<file path="src/rtl/aidc_lite_ahb_rd_dma.sv">
// aidc_lite_ahb_rd_dma: AHB2 INCR4 burst-read engine feeding 32-bit words to the compressor stream.
// Latency: first word on rdata_o 5 cycles after start_i (immediate grant, zero-wait slave).
// Backpressure: a burst is requested only with 4 free FIFO slots; rready_i low stalls fetching.
module aidc_lite_ahb_rd_dma #(
  parameter int FIFO_DEPTH = 8,
  parameter int CNT_W      = 16
) (
  input  logic             clk,
  input  logic             rst,
  input  logic             start_i,
  input  logic [31:0]      src_addr_i,
  input  logic [CNT_W-1:0] burst_cnt_i,
  output logic             hbusreq_o,
  input  logic             hgrant_i,
  output logic [31:0]      haddr_o,
  output logic [1:0]       htrans_o,
  output logic             hwrite_o,
  output logic [2:0]       hsize_o,
  output logic [2:0]       hburst_o,
  output logic [3:0]       hprot_o,
  output logic [31:0]      hwdata_o,
  input  logic [31:0]      hrdata_i,
  input  logic             hready_i,
  input  logic [1:0]       hresp_i,
  output logic [31:0]      rdata_o,
  output logic             rvalid_o,
  input  logic             rready_i,
  output logic             busy_o,
  output logic             done_o,
  output logic             err_o
);
  localparam int AW = $clog2(FIFO_DEPTH);
  localparam int CW = AW + 1;
  localparam logic [CW-1:0] DEPTH_V = CW'(FIFO_DEPTH);

  typedef enum logic [2:0] {
    S_IDLE, S_WAIT_SPACE, S_REQ, S_BURST, S_DRAIN_DATA, S_FINISH
  } state_t;
  state_t state, state_nxt;

  logic [31:0]      addr;      // next address to present
  logic [CNT_W-1:0] cnt;       // bursts still to fetch
  logic [1:0]       abeat;     // addresses accepted in this burst
  logic [1:0]       dbeat;     // data beats captured in this burst
  logic             issue;     // we own the address bus and present a transfer
  logic             first;     // next presented beat is NONSEQ
  logic             resumed;   // burst was broken by grant loss; remaining beats use INCR
  logic             dphase;    // an accepted address awaits its data
  logic             busy, done, err;

  logic [31:0]   mem [FIFO_DEPTH];
  logic [AW-1:0] wr_ptr, rd_ptr;
  logic [CW-1:0] fifo_cnt, free;
  logic          push, pop, acc, err_hit, last_data, space_ok;

  assign acc       = issue & hready_i;
  assign push      = dphase & hready_i;
  // first cycle of a two-cycle non-OKAY response (RETRY/SPLIT included)
  assign err_hit   = dphase & ~hready_i & (hresp_i != 2'b00);
  assign last_data = push & (dbeat == 2'd3);
  assign pop       = rvalid_o & rready_i;
  // a word leaving this cycle already counts as a free slot
  assign free      = DEPTH_V - fifo_cnt + {{(CW-1){1'b0}}, pop};
  assign space_ok  = (free >= CW'(4));

  assign haddr_o  = addr;
  assign hwrite_o = 1'b0;
  assign hsize_o  = 3'b010;
  assign hburst_o = resumed ? 3'b001 : 3'b011;
  assign hprot_o  = 4'b0011;
  assign hwdata_o = 32'h0;
  assign rdata_o  = mem[rd_ptr];
  assign rvalid_o = (fifo_cnt != '0);
  assign busy_o   = busy;
  assign done_o   = done;
  assign err_o    = err;

  // state register
  always_ff @(posedge clk or posedge rst) begin
    if (rst) state <= S_IDLE;
    else     state <= state_nxt;
  end

  // next-state and bus request/transfer-type decode
  always_comb begin
    state_nxt = state;
    hbusreq_o = (state == S_REQ) || (state == S_BURST);
    htrans_o  = issue ? (first ? 2'b10 : 2'b11) : 2'b00;
    case (state)
      S_IDLE:       if (start_i) state_nxt = (burst_cnt_i == '0) ? S_FINISH : S_WAIT_SPACE;
      S_WAIT_SPACE: if (space_ok) state_nxt = S_REQ;
      S_REQ:        if (hgrant_i && hready_i) state_nxt = S_BURST;
      S_BURST: begin
        if (err_hit)                     state_nxt = S_FINISH;
        else if (acc && abeat == 2'd3)   state_nxt = S_DRAIN_DATA;
      end
      S_DRAIN_DATA: begin
        if (err_hit)        state_nxt = S_FINISH;
        else if (last_data) state_nxt = (cnt == CNT_W'(1)) ? S_FINISH : S_WAIT_SPACE;
      end
      S_FINISH:     state_nxt = S_IDLE;
      default:      state_nxt = S_IDLE;
    endcase
  end

  // transfer bookkeeping: address/beat counters, data-phase tracking and status
  always_ff @(posedge clk or posedge rst) begin
    if (rst) begin
      addr    <= '0;
      cnt     <= '0;
      abeat   <= '0;
      dbeat   <= '0;
      issue   <= 1'b0;
      first   <= 1'b0;
      resumed <= 1'b0;
      dphase  <= 1'b0;
      busy    <= 1'b0;
      done    <= 1'b0;
      err     <= 1'b0;
    end else begin
      done <= (state == S_FINISH);
      if (state == S_FINISH) busy <= 1'b0;
      if (state == S_IDLE && start_i) begin
        addr <= src_addr_i;
        cnt  <= burst_cnt_i;
        err  <= 1'b0;
        busy <= 1'b1;
      end
      if (state == S_REQ && hgrant_i && hready_i) begin
        issue   <= 1'b1;
        first   <= 1'b1;
        resumed <= 1'b0;
        abeat   <= '0;
        dbeat   <= '0;
      end
      if (acc) begin
        addr  <= addr + 32'd4;
        abeat <= abeat + 2'd1;
        first <= 1'b0;
        // last address of the burst, or grant lost: let this beat finish, then go idle
        if (abeat == 2'd3 || !hgrant_i) issue <= 1'b0;
      end else if (state == S_BURST && !issue && hready_i && hgrant_i) begin
        issue   <= 1'b1;
        first   <= 1'b1;
        resumed <= 1'b1;
      end
      if (hready_i)  dphase <= acc;
      if (push)      dbeat  <= dbeat + 2'd1;
      if (last_data) cnt    <= cnt - CNT_W'(1);
      if (err_hit) begin
        err    <= 1'b1;
        issue  <= 1'b0;
        dphase <= 1'b0;
      end
    end
  end

  // FIFO storage; entries need no reset because occupancy gates visibility
  always_ff @(posedge clk) begin
    if (push) mem[wr_ptr] <= hrdata_i;
  end

  // FIFO pointers and occupancy
  always_ff @(posedge clk or posedge rst) begin
    if (rst) begin
      wr_ptr   <= '0;
      rd_ptr   <= '0;
      fifo_cnt <= '0;
    end else begin
      if (push) wr_ptr <= wr_ptr + AW'(1);
      if (pop)  rd_ptr <= rd_ptr + AW'(1);
      if (push && !pop)      fifo_cnt <= fifo_cnt + CW'(1);
      else if (pop && !push) fifo_cnt <= fifo_cnt - CW'(1);
    end
  end

  // the 4-slot credit check must make a push into a full FIFO impossible
  assert property (@(posedge clk) disable iff (rst) !(push && (fifo_cnt == DEPTH_V)));

endmodule

</file>
<file path="config.mk">
export PLATFORM = sky130hd
export DESIGN_NAME = aidc_lite_ahb_rd_dma
export DESIGN_NICKNAME = d
export VERILOG_FILES = /design/src/rtl/aidc_lite_ahb_rd_dma.sv
export SDC_FILE = /design/constraint.sdc
export NUM_CORES = 1
export LEC_CHECK = 0
export ABC_AREA = 1
export CORE_ASPECT_RATIO = 0.8
export CORE_MARGIN = 1.5
export CORE_UTILIZATION = 40
export CTS_BUF_LIST = sky130_fd_sc_hd__clkbuf_8
export CTS_CLUSTER_SIZE = 30
export DETAILED_ROUTE_END_ITERATION = 16
export PLACE_DENSITY = 0.66
export SLEW_MARGIN = 5
export SYNTH_ARGS = -nofsm -noshare
export SYNTH_HDL_FRONTEND = slang
export SYNTH_SLANG_ARGS = --single-unit
</file>
<file path="constraint.sdc">
create_clock -name clk -period 6.04 [get_ports clk]
set_input_delay 0.604 -clock clk [delete_from_list [all_inputs] [get_ports clk]]
set_output_delay 0.604 -clock clk [all_outputs]
set_load 0.005 [all_outputs]
</file>
==> impl_metrics.env <==
export IMPL_place_congestion=0.908
export IMPL_rsz_0062_raised_after_global_routing="no"
export IMPL_critPathKind="register to primary output"
export IMPL_grt_max_degree=89
export IMPL_timing_worst_slew_pin_value_ns=0.978
export IMPL_detailroute_via_count=10900
export IMPL_post_cts_setup_buffers=0
export IMPL_met2_usage=0.287
export IMPL_ys_dominant_reg_cell="sky130_fd_sc_hd__edfxtp_1"
export IMPL_cp_cell_instances="clkinv_2 -> buf_4 -> nor2_1 -> o21ai_1 -> a21oi_1 -> a31oi_1 -> clkdlybuf4s50_1"
export IMPL_start_util=0.406
export IMPL_totalNegativeSetupSlack_ns=0
export IMPL_ys_async_sr_fraction=0.220
export IMPL_critPathLaunchType="register"
export IMPL_cts_hold_buffers_added=0
export IMPL_core_area_sq_um=37100
export IMPL_clock_path_buffers=3
export IMPL_grt_pass1_wl_um=57400
export IMPL_globalRoute_totalOverflow=0
export IMPL_dieHeight_um=177
export IMPL_ys_top_cells_by_count="sky130_fd_sc_hd__nand2_1, sky130_fd_sc_hd__nor2_1, sky130_fd_sc_hd__edfxtp_1"
export IMPL_synth_seq_cells=328
export IMPL_cp_arrival_ns=3.50
export IMPL_slowest_delay_ns=0.67
export IMPL_finalSetupViolCount=0
export IMPL_post_dp_hpwl_um=21700
export IMPL_status="complete, no violations"
export IMPL_final_min_period_over_clock_period=0.680
export IMPL_global_route_usage_met1=0.270
export IMPL_post_cts_resize_count=0
export IMPL_final_max_slew_viol_count=0
export IMPL_ctsHtreeMaxLevel=2
export IMPL_switching_share_of_power=0.375
export IMPL_fill_cells=3380
export IMPL_placementRows=63
export IMPL_yosysSeqAreaShare=0.630
export IMPL_ff2ff_setup_slack_ns=3.71
export IMPL_critical_path_peak_fanout=56
export IMPL_clkTransAtPathRegs_ns=0.07
export IMPL_vdd_ir_drop_worst_uv=260
export IMPL_first_global_vias=10600
export IMPL_antenna_found_initial=0
export IMPL_clk_root_buffer_cell="sky130_fd_sc_hd__clkbuf_8"
export IMPL_multiInputGateArea_sq_um=4920
export IMPL_die_w_um=220
export IMPL_post_synth_main_area_contributors="sky130_fd_sc_hd__edfxtp_1, sky130_fd_sc_hd__dfrtp_1, sky130_fd_sc_hd__nand2_1"
export IMPL_synth_largest_area_cell="sky130_fd_sc_hd__edfxtp_1"
export IMPL_timing_hold_worst_class="register to register"
export IMPL_power_internal_mw=4.87
export IMPL_wirelength_um=36400
export IMPL_yosys_cell_types_count=43
export IMPL_finish_utilization=0.483
export IMPL_sequential_cell_area_sq_um=9490
export IMPL_p_comb_frac=0.383
export IMPL_finalCriticalPeriod_ns=4.11
export IMPL_p_seq_frac=0.395
export IMPL_ys_warnings_count=0
export IMPL_synthDominantCellAreaShare=0.510
export IMPL_synth_edff_count=256
export IMPL_routedWlPerCell_um=16.7
export IMPL_drt_vias_per_instance=5.00
export IMPL_netlist_area_sq_um=15100
export IMPL_synthMostInstantiatedCell="sky130_fd_sc_hd__nand2_1"
export IMPL_track_usage=0.188
export IMPL_crit_required_ns=5.44
export IMPL_cts_buffers=54
export IMPL_area_growth_synth_to_final_pct=18.9
export IMPL_antenna_cells_inserted=0
export IMPL_floorplan_die_area_sq_um=38900
export IMPL_number_of_sinks_driven_by_the_clock_tree=328
export IMPL_finish_net_count=1762
export IMPL_drtAntennaViolNets=0
export IMPL_grt_busiest_layer="met2"
export IMPL_post_route_cells_drive_above_1_share=0.0824
export IMPL_drc=0
export IMPL_cell_pwr_density_nw_per_um2=435
export IMPL_drtIter0Drc=704
export IMPL_cts_tree="done"
export IMPL_worst_setup_path_end_kind="primary output"
export IMPL_synthCells=1494
export IMPL_use_met3=0.0369
export IMPL_hold_viol_final=0
export IMPL_timing_max_slew_rel_slack=0.348
export IMPL_slowest_stage="sky130_fd_sc_hd__dfrtp_4"
export IMPL_clk_insertion_delay_late_ns=0.61
export IMPL_syn_mean_instance_area_sq_um=10.1
export IMPL_number_of_iterations_in_the_first_detailed_routing_pass=5
export IMPL_cap_viol_max_count=0
export IMPL_final_setup_skew_ns=0.0245
export IMPL_achievable_frequency_mhz=243
export IMPL_clkPwrFrac=0.223
export IMPL_switchingPower_mw=2.92
export IMPL_leakage_nw=6.83
export IMPL_placement_io_buffers=159
export IMPL_floorplan_io_pins=202
==> layout make-up <==
class	instances	share of cell area
multi-input combinational	1040	0.275
timing repair buffer	175	0.0955
inverter	64	0.0138
clock buffer	54	0.0415
clock inverter	37	0.0107
sequential	328	0.530
tap	487	0.0340
==> worst max-delay path, delay by kind of cell (launching register included) <==
family                 cells  cell delay [ns]
AOI/OAI and AO/OA          3             0.50
buffers and inverters      3             1.60
DFF                        1             0.67
and+or+nand+nor            1             0.08
==> final timing paths <==
path | startpoint | to | cells past startpoint
worst min register to register | haddr_o[1]$_DFFE_PP0P_ | haddr_o[1]$_DFFE_PP0P_ | 2
min in group asynchronous | rst | haddr_o[1]$_DFFE_PP0P_ | 3
worst max-delay path | rd_ptr[0]$_DFFE_PP0P_ | rdata_o[25] | 7
worst min-delay path | haddr_o[1]$_DFFE_PP0P_ | haddr_o[1]$_DFFE_PP0P_ | 2
worst max register to register | issue$_DFF_PP0_ | haddr_o[22]$_DFFE_PP0P_ | 5
max in group asynchronous | rst | rd_ptr[0]$_DFFE_PP0P_ | 3
==> kinds of logic (layout without fill, tap and decap cells) <==
logic type | count (synthesis) | in the layout | synth area share
compound gates | 267 | 267 | 0.104
xor+xnor | 13 | 13 | 0.00755
fa+ha+maj | 11 | 11 | 0.00963
buf+inv | 166 | 330 | 0.0581
flops | 328 | 328 | 0.630
other cells | 2 | 42 | 0.000498
simple gates | 707 | 707 | 0.191
==> routing by layer <==
metal	routed length, um	part of all wire
met1	17100	0.47
met2	16400	0.45
met3	2010	0.055
met4	853	0.023
met5	0	0
==> state kept, by name (all words and copies together) (netlist names), 3 cells and up <==
name      count
fifo_cnt      4
haddr_o      32
wr_ptr        3
mem         256
cnt          16
rd_ptr        3
state         3
==> per-stage QoR <==
stage / setup slack [ns] / instance area, sq um / cells / hold slack (ns) / power, mW
after floorplan: 3.24 / 15200 / 1534 / 0.442 / 4.87
after global placement: 2.55 / 17000 / 2094 / 0.461 / 6.07
after detailed placement: 2.58 / 17000 / 2094 / 0.467 / 6.11
after CTS: 1.88 / 17900 / 2185 / 0.481 / 7.88
after global routing: 1.64 / 17900 / 2185 / 0.505 / 8.35
final: 1.93 / 17900 / 2185 / 0.481 / 7.79
==> placed cells by master (no fill, tap or decap), types with 2 or more instances in the layout <==
cell                              synthesis  final
sky130_fd_sc_hd__buf_4                   49     16
sky130_fd_sc_hd__nand3_1                 39     39
sky130_fd_sc_hd__a21oi_1                 41     41
sky130_fd_sc_hd__nand3b_1                12     12
sky130_fd_sc_hd__xor2_1                  11     11
sky130_fd_sc_hd__dfrtp_1                 72     70
sky130_fd_sc_hd__nand2_1                367    367
sky130_fd_sc_hd__clkinv_1                 1     14
sky130_fd_sc_hd__nor3_1                   2      2
sky130_fd_sc_hd__o21ai_0                150    150
sky130_fd_sc_hd__ha_1                    10     10
sky130_fd_sc_hd__nand2_2                  4      4
sky130_fd_sc_hd__nor2_4                   3     11
sky130_fd_sc_hd__inv_2                    9     10
sky130_fd_sc_hd__o211ai_1                 9      9
sky130_fd_sc_hd__nor2_1                 262    254
sky130_fd_sc_hd__conb_1                   2     42
sky130_fd_sc_hd__clkdlybuf4s50_1          0    159
sky130_fd_sc_hd__a22oi_2                 20     20
sky130_fd_sc_hd__nand4_1                  2      2
sky130_fd_sc_hd__nand2_4                  3      3
sky130_fd_sc_hd__clkbuf_8                 0     54
sky130_fd_sc_hd__edfxtp_1               256    256
sky130_fd_sc_hd__nor2_2                   6      6
sky130_fd_sc_hd__inv_4                    2      2
sky130_fd_sc_hd__clkinv_2                 0      3
sky130_fd_sc_hd__xnor2_1                  2      2
sky130_fd_sc_hd__o21ai_1                 10     10
sky130_fd_sc_hd__inv_1                   52     68
sky130_fd_sc_hd__a31oi_1                 34     34
==> power groups by stage <==
| stage | Sequential (mW) | Clock (mW) | Combinational (mW) |
|---|---|---|---|
| floorplan | 2.99 | 0 | 1.88 |
| detailed placement | 3.11 | 0 | 3.00 |
| finish | 3.07 | 1.73 | 2.98 |
| global placement | 3.11 | 0 | 2.96 |
| CTS | 3.07 | 1.80 | 3.01 |
| global route | 3.11 | 1.89 | 3.34 |
Note: power is estimated with default switching activity, not from simulation.
